<file path="src/rtl/conv10_sched.sv">
// conv10_sched: sequences conv10_1 then conv10_2 on the shared MAC array.
// Optional perf counters: define CONV10_SCHED_PERF_EN.
module conv10_sched #(
  parameter int WOUT    = 8,
  parameter int CHIN    = 736,
  parameter int TIMEOUT = 2*WOUT*WOUT*(CHIN+1)+64,
  parameter int AW      = $clog2(WOUT*WOUT)
) (
  input  logic          clk,
  input  logic          rst_n,
  input  logic          start,
  input  logic          ifm_1_valid,
  input  logic          ifm_2_valid,
  input  logic          conv10_1_sample,
  input  logic          conv10_1_finish,
  input  logic          conv10_2_finish,
  output logic          conv10_1_en_o,
  output logic          conv10_2_en_o,
  output logic          ram_feedback_1_o,
  output logic          ram_feedback_2_o,
  output logic          ofm_wr_en,
  output logic          ofm_wr_sel,
  output logic [AW-1:0] ofm_wr_addr,
  output logic          busy,
  output logic          done,
  output logic          err
`ifdef CONV10_SCHED_PERF_EN
  ,
  output logic [31:0]   perf_run1_cyc,
  output logic [31:0]   perf_run2_cyc,
  output logic [31:0]   perf_stall_cyc
`endif
);

  localparam int NPIX = WOUT*WOUT;
  localparam int PW   = $clog2(NPIX+1);
  localparam int WW   = $clog2(TIMEOUT+1);

  typedef enum logic [2:0] {
    IDLE, WAIT1, RUN1, ACK1,
    WAIT2, RUN2, ACK2, FIN
  } state_t;

  state_t        state, nxt;
  logic [PW-1:0] pix_cnt;
  logic [WW-1:0] wdog;
  logic          run, fin_in, tmo, full, ack;

  assign run    = (state == RUN1) || (state == RUN2);
  assign ack    = (state == ACK1) || (state == ACK2);
  assign fin_in = (state == RUN1) ? conv10_1_finish
                                  : conv10_2_finish;
  assign tmo    = run && (wdog == WW'(TIMEOUT-1));
  assign full   = (pix_cnt == PW'(NPIX));

  // A finish level wins over a coincident watchdog expiry.
  always_comb begin
    nxt = state;
    unique case (state)
      IDLE:  if (start) nxt = WAIT1;
      WAIT1: if (ifm_1_valid) nxt = RUN1;
      RUN1:  if (conv10_1_finish) nxt = ACK1;
             else if (tmo) nxt = FIN;
      ACK1:  nxt = WAIT2;
      WAIT2: if (ifm_2_valid) nxt = RUN2;
      RUN2:  if (conv10_2_finish) nxt = ACK2;
             else if (tmo) nxt = FIN;
      ACK2:  nxt = FIN;
      FIN:   nxt = IDLE;
      default: nxt = IDLE;
    endcase
  end

  always_ff @(posedge clk or negedge rst_n) begin
    if (!rst_n) begin
      state            <= IDLE;
      pix_cnt          <= '0;
      wdog             <= '0;
      conv10_1_en_o    <= 1'b0;
      conv10_2_en_o    <= 1'b0;
      ram_feedback_1_o <= 1'b0;
      ram_feedback_2_o <= 1'b0;
      ofm_wr_en        <= 1'b0;
      ofm_wr_sel       <= 1'b0;
      ofm_wr_addr      <= '0;
      busy             <= 1'b0;
      done             <= 1'b0;
      err              <= 1'b0;
    end else begin
      state            <= nxt;
      conv10_1_en_o    <= (nxt == RUN1);
      conv10_2_en_o    <= (nxt == RUN2);
      ram_feedback_1_o <= (nxt == ACK1);
      ram_feedback_2_o <= (nxt == ACK2);
      busy             <= (nxt != IDLE);
      done             <= (nxt == FIN);
      ofm_wr_en        <= 1'b0;
      if (state == IDLE && start) begin
        pix_cnt <= '0;
        wdog    <= '0;
      end
      if (run) begin
        wdog <= wdog + WW'(1);
        if (conv10_1_sample) begin
          if (full) begin
            err <= 1'b1;
          end else begin
            ofm_wr_en   <= 1'b1;
            ofm_wr_sel  <= (state == RUN2);
            ofm_wr_addr <= pix_cnt[AW-1:0];
            pix_cnt     <= pix_cnt + PW'(1);
          end
        end
        // wdog is zero only on the first RUN cycle: stale finish.
        if (wdog == '0 && fin_in) err <= 1'b1;
        if (tmo && !fin_in) err <= 1'b1;
      end
      if (ack) begin
        if (!full) err <= 1'b1;
        pix_cnt <= '0;
        wdog    <= '0;
      end
    end
  end

`ifdef CONV10_SCHED_PERF_EN
  always_ff @(posedge clk or negedge rst_n) begin
    if (!rst_n) begin
      perf_run1_cyc  <= '0;
      perf_run2_cyc  <= '0;
      perf_stall_cyc <= '0;
    end else if (state == IDLE && start) begin
      perf_run1_cyc  <= '0;
      perf_run2_cyc  <= '0;
      perf_stall_cyc <= '0;
    end else begin
      if (state == RUN1) perf_run1_cyc <= perf_run1_cyc + 32'd1;
      if (state == RUN2) perf_run2_cyc <= perf_run2_cyc + 32'd1;
      if (state == WAIT1 || state == WAIT2)
        perf_stall_cyc <= perf_stall_cyc + 32'd1;
    end
  end
`endif

endmodule

</file>
<file path="config.mk">
export PLATFORM = sky130hd
export DESIGN_NAME = conv10_sched
export DESIGN_NICKNAME = d
export VERILOG_FILES = /design/src/rtl/conv10_sched.sv
export SDC_FILE = /design/constraint.sdc
export NUM_CORES = 1
export LEC_CHECK = 0
export CAP_MARGIN = 5
export CORE_UTILIZATION = 35
export DETAILED_ROUTE_END_ITERATION = 12
export DONT_BUFFER_PORTS = 1
export GPL_ROUTABILITY_DRIVEN = 0
export PLACE_DENSITY_LB_ADDON = 0.05
export SLEW_MARGIN = 25
export SYNTH_ARGS = -nofsm -noshare
export SYNTH_HDL_FRONTEND = slang
export SYNTH_SLANG_ARGS = --single-unit
</file>
<file path="constraint.sdc">
create_clock -name clk -period 2.49 [get_ports clk]
set_clock_uncertainty 0.2 [all_clocks]
set_input_delay 0.3735 -clock clk [delete_from_list [all_inputs] [get_ports clk]]
set_output_delay 0.3735 -clock clk [all_outputs]
set_load 0.01 [all_outputs]
</file>
==> results of run 1 <==
## worst max-delay path: stages, from the launching register on
cell	delay (ps)
dfrtp_1	420
or4_4	530
or4_1	520
o31a_1	330
nor4_2	260
## Yosys cell counts (2+ instances only)
cell	number	area, µm²
or3_1	3	18.8
nor2_1	9	33.8
dfrtp_1	42	1050
xor2_1	2	17.5
and3_1	6	37.5
o21a_1	2	15.0
nand4_1	3	18.8
a22oi_1	2	15.0
and4_1	3	26.3
o21ai_1	3	15.0
nor3_1	3	15.0
nor2b_1	2	12.5
mux2_1	3	33.8
or4b_1	2	20.0
nand2b_1	5	31.3
nor4_1	2	12.5
o211ai_1	6	45.0
nand2_1	18	67.6
ha_1	4	50.1
and2_1	2	12.5
clkbuf_1	10	37.5
a211oi_1	3	22.5
mux2_2	7	78.8
nor4b_1	2	17.5
a31oi_1	3	18.8
o21ai_0	9	45.0
or4_1	9	67.6
nand3b_1	2	15.0
a21oi_1	17	85.1
inv_1	12	45.0
nand3_1	20	100
mux2i_1	10	100
o31ai_1	2	15.0
## layer usage
| layer | global-route usage (%) | part of all wire, % | vias up | wire length [µm] |
|---|---|---|---|---|
| met1 | 24.2 | 50 | 992 | 2950 |
| met3 | 3.83 | 3.7 | 5 | 219 |
| li1 | - | - | 982 | - |
| met2 | 28.2 | 46 | 49 | 2710 |
| met5 | 0 | 0 | - | 0 |
| met4 | 4.93 | 0.99 | 0 | 59 |
## sequential cells by signal (all words and copies together), names as in the netlist
name and cells:
conv10_2_en_o 1, ofm_wr_en 1, ofm_wr_sel 1, done 1, ram_feedback_1_o 1, conv10_1_en_o 1, ram_feedback_2_o 1, ofm_wr_addr 6
state 3, pix_cnt 7, err 1, wdog 17, busy 1
## kinds of logic after synthesis
| logic type | count (synthesis) | share of synthesized area (%) |
|---|---|---|
| AO/OA/AOI/OAI | 60 | 16.4 |
| XOR/XNOR | 2 | 0.733 |
| adder cells (fa/ha/maj) | 4 | 2.09 |
| buffers and inverters | 24 | 3.82 |
| flip-flops | 42 | 44.0 |
| multiplexers | 20 | 8.90 |
| AND/OR/NAND/NOR | 98 | 24.1 |
## area by class of cell
class / instances / area [µm²]
fill: 640 / 3710
clock buffer: 6 / 82.6
multi-input combinational: 184 / 1250
tap: 77 / 96.3
inverter: 13 / 48.8
timing repair buffer: 24 / 205
clock inverter: 2 / 12.5
sequential: 42 / 1050
## final timing paths
path,from,endpoint,slack (ps),depth (start not counted)
setup / recovery,wdog[8]$_DFFE_PN0P_,done$_DFF_PN0_,140,4
hold / removal,conv10_2_finish,ram_feedback_2_o$_DFF_PN0_,40,1
setup reg to reg,wdog[8]$_DFFE_PN0P_,done$_DFF_PN0_,140,4
hold reg to reg,wdog[8]$_DFFE_PN0P_,wdog[8]$_DFFE_PN0P_,320,1
max in group asynchronous,rst_n,ofm_wr_en$_DFF_PN0_,1510,2
min in group asynchronous,rst_n,wdog[14]$_DFFE_PN0P_,370,2
## report_power, final
| group | internal, mW | switching, mW |
|---|---|---|
| Combinational | 0.553 | 0.712 |
| Sequential | 0.825 | 0.214 |
| Clock | 0.223 | 0.243 |
| Total | 1.60 | 1.17 |
==> results.md, run 1 <==
- Fin area: ~2700 µm²
- P_leak: between 1 and 1.5 nW
- # Max-Cap Violations: 0
- Placed instance area: 2600 µm²
- Cts repair resizes: 0
- Area growth syn-to-layout: 14.8%
- Syn Inst Count: 250
- Failing checks: design-rule violations
- Number of synthesized flops with an enable pin: 0
- Commonest non-fill, non-tap cell in the layout: dfrtp_1
- Drt via density: 5.83
- Req. time, crit path: 2490 ps
- Initial antenna violation count: 0
- Relative slew slack: 58.0%
- Setup Buffers After CTS: 0
- Setup crit start kind: register
- Fraction of registers with async set/reset: 100%
- Sequential element share of the synthesized area: between 40% and 50%
- CTS sink cnt: 42
- Die W: 84.7 µm
- Main synth FF type: dfrtp_1
- Max Fclk: 426 MHz
- Clock latency on the worst-skew pair: 300 ps
- Outcome: complete, but fails checks
- Pin count of the biggest net entering global routing: 43
- Synthesized area: 2390 µm²
- Max clock buf depth: 2
- Initial Util: between 30% and 40%
- RSZ-0062 raised after global routing: no
- Placeable Area: 6460 µm²
- GR Util All Layers: 17.7%
- Overall power: 2.77 mW
- Final Max Slew Viols: 0
- Die H: 84.7 µm
- Setup WS pre-CTS: ~150 ps
- Wire per inst: 17.1 µm
- DR vias: between 2000 and 2500
- Maximum vdd drop: 0.000317 V
- Hold WC Path Type: in2reg
- Site row count: 29
- Finish-stage setup viols: 0
- Crit path DAT: 2350 ps
- CTS Hold Bufs: 3
- Slew @ Worst Pin: 628 ps
- Residual DRC: 2
- Hpwl dp: 4.27 mm
- Synth Register Bits: 42
- Layout Utilization: a little over two fifths
- Critical path class: reg2reg
- Mapped Avg Cell Area: about 9.6 µm²
- Antenna cell count: 0
- Layout Nets: 282
- Detailed Route WL: just under 6 mm
- Yosys warnings: 0
- Port Buffers: 0
- IO Pins: 23
- Worst hold slack: 38.9 ps
- Syn Nets: between 200 and 300
- GR Overflow Total: 0
- Iter 0 DRT Violations: 125
- Most frequent cells in the layout: dfrtp_1 (42), buf_4 (21), nand3_1 (20), nand2_1 (18), a21oi_1 (17)
- Vias in the first global route: between 1500 and 2000
- Post-Layout Cell Count: between 300 and 400
- Final Hold Fails: 0
- Synth cell types: 55
- Pwr per Cell Area: 1010 nW/µm²
- Root Driver: clkbuf_8
- Final Cycle Share: 94.3%
- Reg clk slew, reported paths: 90 ps
- CP Capture Type: register
- Setup TNS: 0 ps
- CTS tree: yes
- Post-DRT Antenna Nets: 0
- TritonRoute pass-1 iters: 11
- CTS buffer count: 5
- H-tree Lvls: 2
- Die area: around 7200 µm²
- Fin crit period: roughly 2300 ps
- Worst Slack Setup Final: ~140 ps
- Layout cell share with drive strength beyond 1: 15.5%
- Crit Path Max Fanout: 4
- Post-Place Cells: about 340
- First-pass GRT wire length: 9.95 mm
(Power assumes the default switching activity.)
==> run 2: changes to the inputs <==
DONT_BUFFER_PORTS = not set   (was 1)
TNS_END_PERCENT = 20   (was not set)
==> run 2 against run 1 <==
- the run still ends with design-rule violations left
- worst setup slack worse by 15 ps
- register-to-register slack worse by 20 ps
- core utilization is 3.7 points higher
- combinational power is 14% higher
- via count is 4.6% higher
- clock power is 16% higher
- largest cell class unchanged
- critical endpoint unchanged
- power is 8.1% higher
- die area stayed put
- non-clock buffer count is 26 higher
- highest routed layer unchanged
- first-iteration DRC count is 62% higher
==> results.md, run 2 (synthesis gave the netlist of run 1 again) <==
- CTS sink cnt: 42 (unchanged)
- Most frequent cells in the layout: dfrtp_1 (42), buf_4 (27), clkdlybuf4s50_1 (21), nand3_1 (20), nand2_1 (18)
- Fin crit period: 2360 ps (+15.3 ps)
- Critical-path top delay cell: or4_4
- Initial Util: 37.0% (unchanged)
- Largest Register: wdog
- Hold WC Path Type: reg2reg
- Footprint of the multi-input gates: 1250 µm² (unchanged)
- P_leak: 1.29 nW (+8.8%)
- Maximum vdd drop: 0.000335 V (+5.8%)
- Wire per inst: 16.3 µm (-4.7%)
- CTS buffer count: 5 (unchanged)
- CTS tree: yes
- Req. time, crit path: 2490 ps (about the same)
- Critical path buffers and inverters: 0 (unchanged)
- Slew @ Worst Pin: 564 ps (-63.6 ps)
- Max clock buf depth: 2 (unchanged)
- Commonest non-fill, non-tap cell in the layout: dfrtp_1
- CP Capture Type: register
- Setup TNS: 0 ps (unchanged)
- Detailed Route WL: 6.09 mm (+2.5%)
- Vias in the first global route: 1972 (+3.0%)
- Regs by FF count: wdog: 17 flops, pix_cnt: 7 flops, ofm_wr_addr: 6 flops
- Initial antenna violation count: 0 (unchanged)
- Final Cycle Share: 94.9% (+0.62 points)
- GR Overflow Total: 0 (unchanged)
- Crit Path Max Fanout: 4 (unchanged)
- # Max-Cap Violations: 0 (unchanged)
- Residual DRC: 1 (-1)
- Top delay family on crit path: simple AND/OR/NAND/NOR gates
- Cts repair resizes: 0 (unchanged)
- H-tree Lvls: 2 (unchanged)
- Max Fclk: 423 MHz (-0.65%)
- Final Max Slew Viols: 0 (unchanged)
- Antenna cell count: 0 (unchanged)
- Relative slew slack: 62.4% (+4.4 points)
- Site row count: 29 (unchanged)
- GR Util All Layers: 18.2% (+0.51 points)
- Worst hold path cell count: 1 (unchanged)
- Failing checks: design-rule violations
- Cell count along the critical path: 4 (unchanged)
- Post-DRT Antenna Nets: 0 (unchanged)
- Worst path cell trace: or4_4 -> or4_1 -> o31a_1 -> nor4_2
- Max stage delay on crit path: 530 ps (about the same)
- First-pass GRT wire length: 10.2 mm (+2.6%)
- Area growth syn-to-layout: 24.7%
- IO Pins: 23 (unchanged)
- Final Hold Fails: 0 (unchanged)
- # fillers: 637 (-0.47%)
- Setup crit start kind: register
- Pin count of the biggest net entering global routing: 43 (unchanged)
- Cells on worst reg2reg path: 4 (unchanged)
- Drt via density: 5.67 (-2.6%)
- Iter 0 DRT Violations: 202 (+62%)
- Pwr per Cell Area: 1000 nW/µm² (-0.45%)
- Reg clk slew, reported paths: 80 ps (about the same)
- Max reg flops: 17 (unchanged)
- TritonRoute pass-1 iters: 11 (unchanged)
- FF/Latch Area: 1050 µm² (unchanged)
- Finish-stage setup viols: 0 (unchanged)
- Hpwl dp: 4.35 mm (+1.9%)
- Fin area: 2980 µm² (+8.6%)
- Layout Nets: 308 (+9.2%)
- Root Driver: clkbuf_8
- Crit path DAT: 2370 ps (+20 ps)
- Outcome: complete, but fails checks
- Clock latency on the worst-skew pair: 300 ps (about the same)
- Die W: 84.7 µm (unchanged)
- Layout cell share with drive strength beyond 1: 16.2% (+0.66 points)
- RSZ-0062 raised after global routing: no
- Die H: 84.7 µm (unchanged)
- Placeable Area: 6460 µm² (unchanged)
- Die area: 7170 µm² (unchanged)
- DR vias: 2122 (+4.6%)
- Port Buffers: 22 (+22)
- Critical path class: reg2reg
- Placed instance area: 2860 µm² (+10%)
run 2: stage by stage:
stage                     hold WS (ps)  instances  setup WS (ps)  total power [mW]  util [%]
after floorplan                   -122        250            169              1.86         -
after global placement             269        365            174              2.47      44.3
after detailed placement           274        365            128              2.47      44.3
after CTS                          293        374            119              3.02      46.2
after global routing               299        374           53.2              3.24      46.2
final                              286        374            127              3.00      46.2
run 2: worst reg2reg max path: cells and delay by family, from the launching register on:
kind / cells / cell delay (ps)
flops: 1 / 420
simple gates: 3 / 1310
compound gates: 1 / 340
run 2: cell type report:
class | count | area share [%]
Multi-Input combinational cell | 184 | 41.9
Sequential cell | 42 | 35.2
Timing Repair Buffer | 50 | 14.4
Tap cell | 77 | 3.23
Clock buffer | 5 | 2.31
Inverter | 13 | 1.64
Clock inverter | 3 | 1.34
run 2: routing by layer:
metal	vias up	share of wire, %	wire [µm]	GRT usage [%]
li1	1035	-	-	-
met1	1028	49	2990	26.2
met2	52	45	2740	27.8
met3	7	4.6	282	3.64
met4	0	1.2	73	4.62
met5	-	0	0	0
run 2: power breakdown:
group / internal, mW / total, mW / leakage (nW) / switching, mW
Combinational: 0.682 / 1.45 / 0.665 / 0.768
Sequential: 0.824 / 1.01 / 0.564 / 0.183
Clock: 0.295 / 0.539 / 0.0579 / 0.243
Total: 1.80 / 3.00 / 1.29 / 1.19
run 2: timing repair:
item                                   CTS  global route
hold buffers                             1             0
buffers inserted                         0             0
endpoints found under the hold margin   42             0
setup endpoints to repair                0             0
run 2: final timing paths:
| check | from | endpoint | slack, ps |
|---|---|---|---|
| setup / recovery | wdog[8]$_DFFE_PN0P_ | done$_DFF_PN0_ | 130 |
| max in group asynchronous | rst_n | pix_cnt[4]$_DFF_PN0_ | 1220 |
| min in group asynchronous | rst_n | wdog[12]$_DFFE_PN0P_ | 480 |
| setup reg to reg | wdog[8]$_DFFE_PN0P_ | done$_DFF_PN0_ | 130 |
| hold reg to reg | ofm_wr_sel$_DFFE_PN0P_ | ofm_wr_sel$_DFFE_PN0P_ | 290 |
| hold / removal | ofm_wr_sel$_DFFE_PN0P_ | ofm_wr_sel$_DFFE_PN0P_ | 290 |
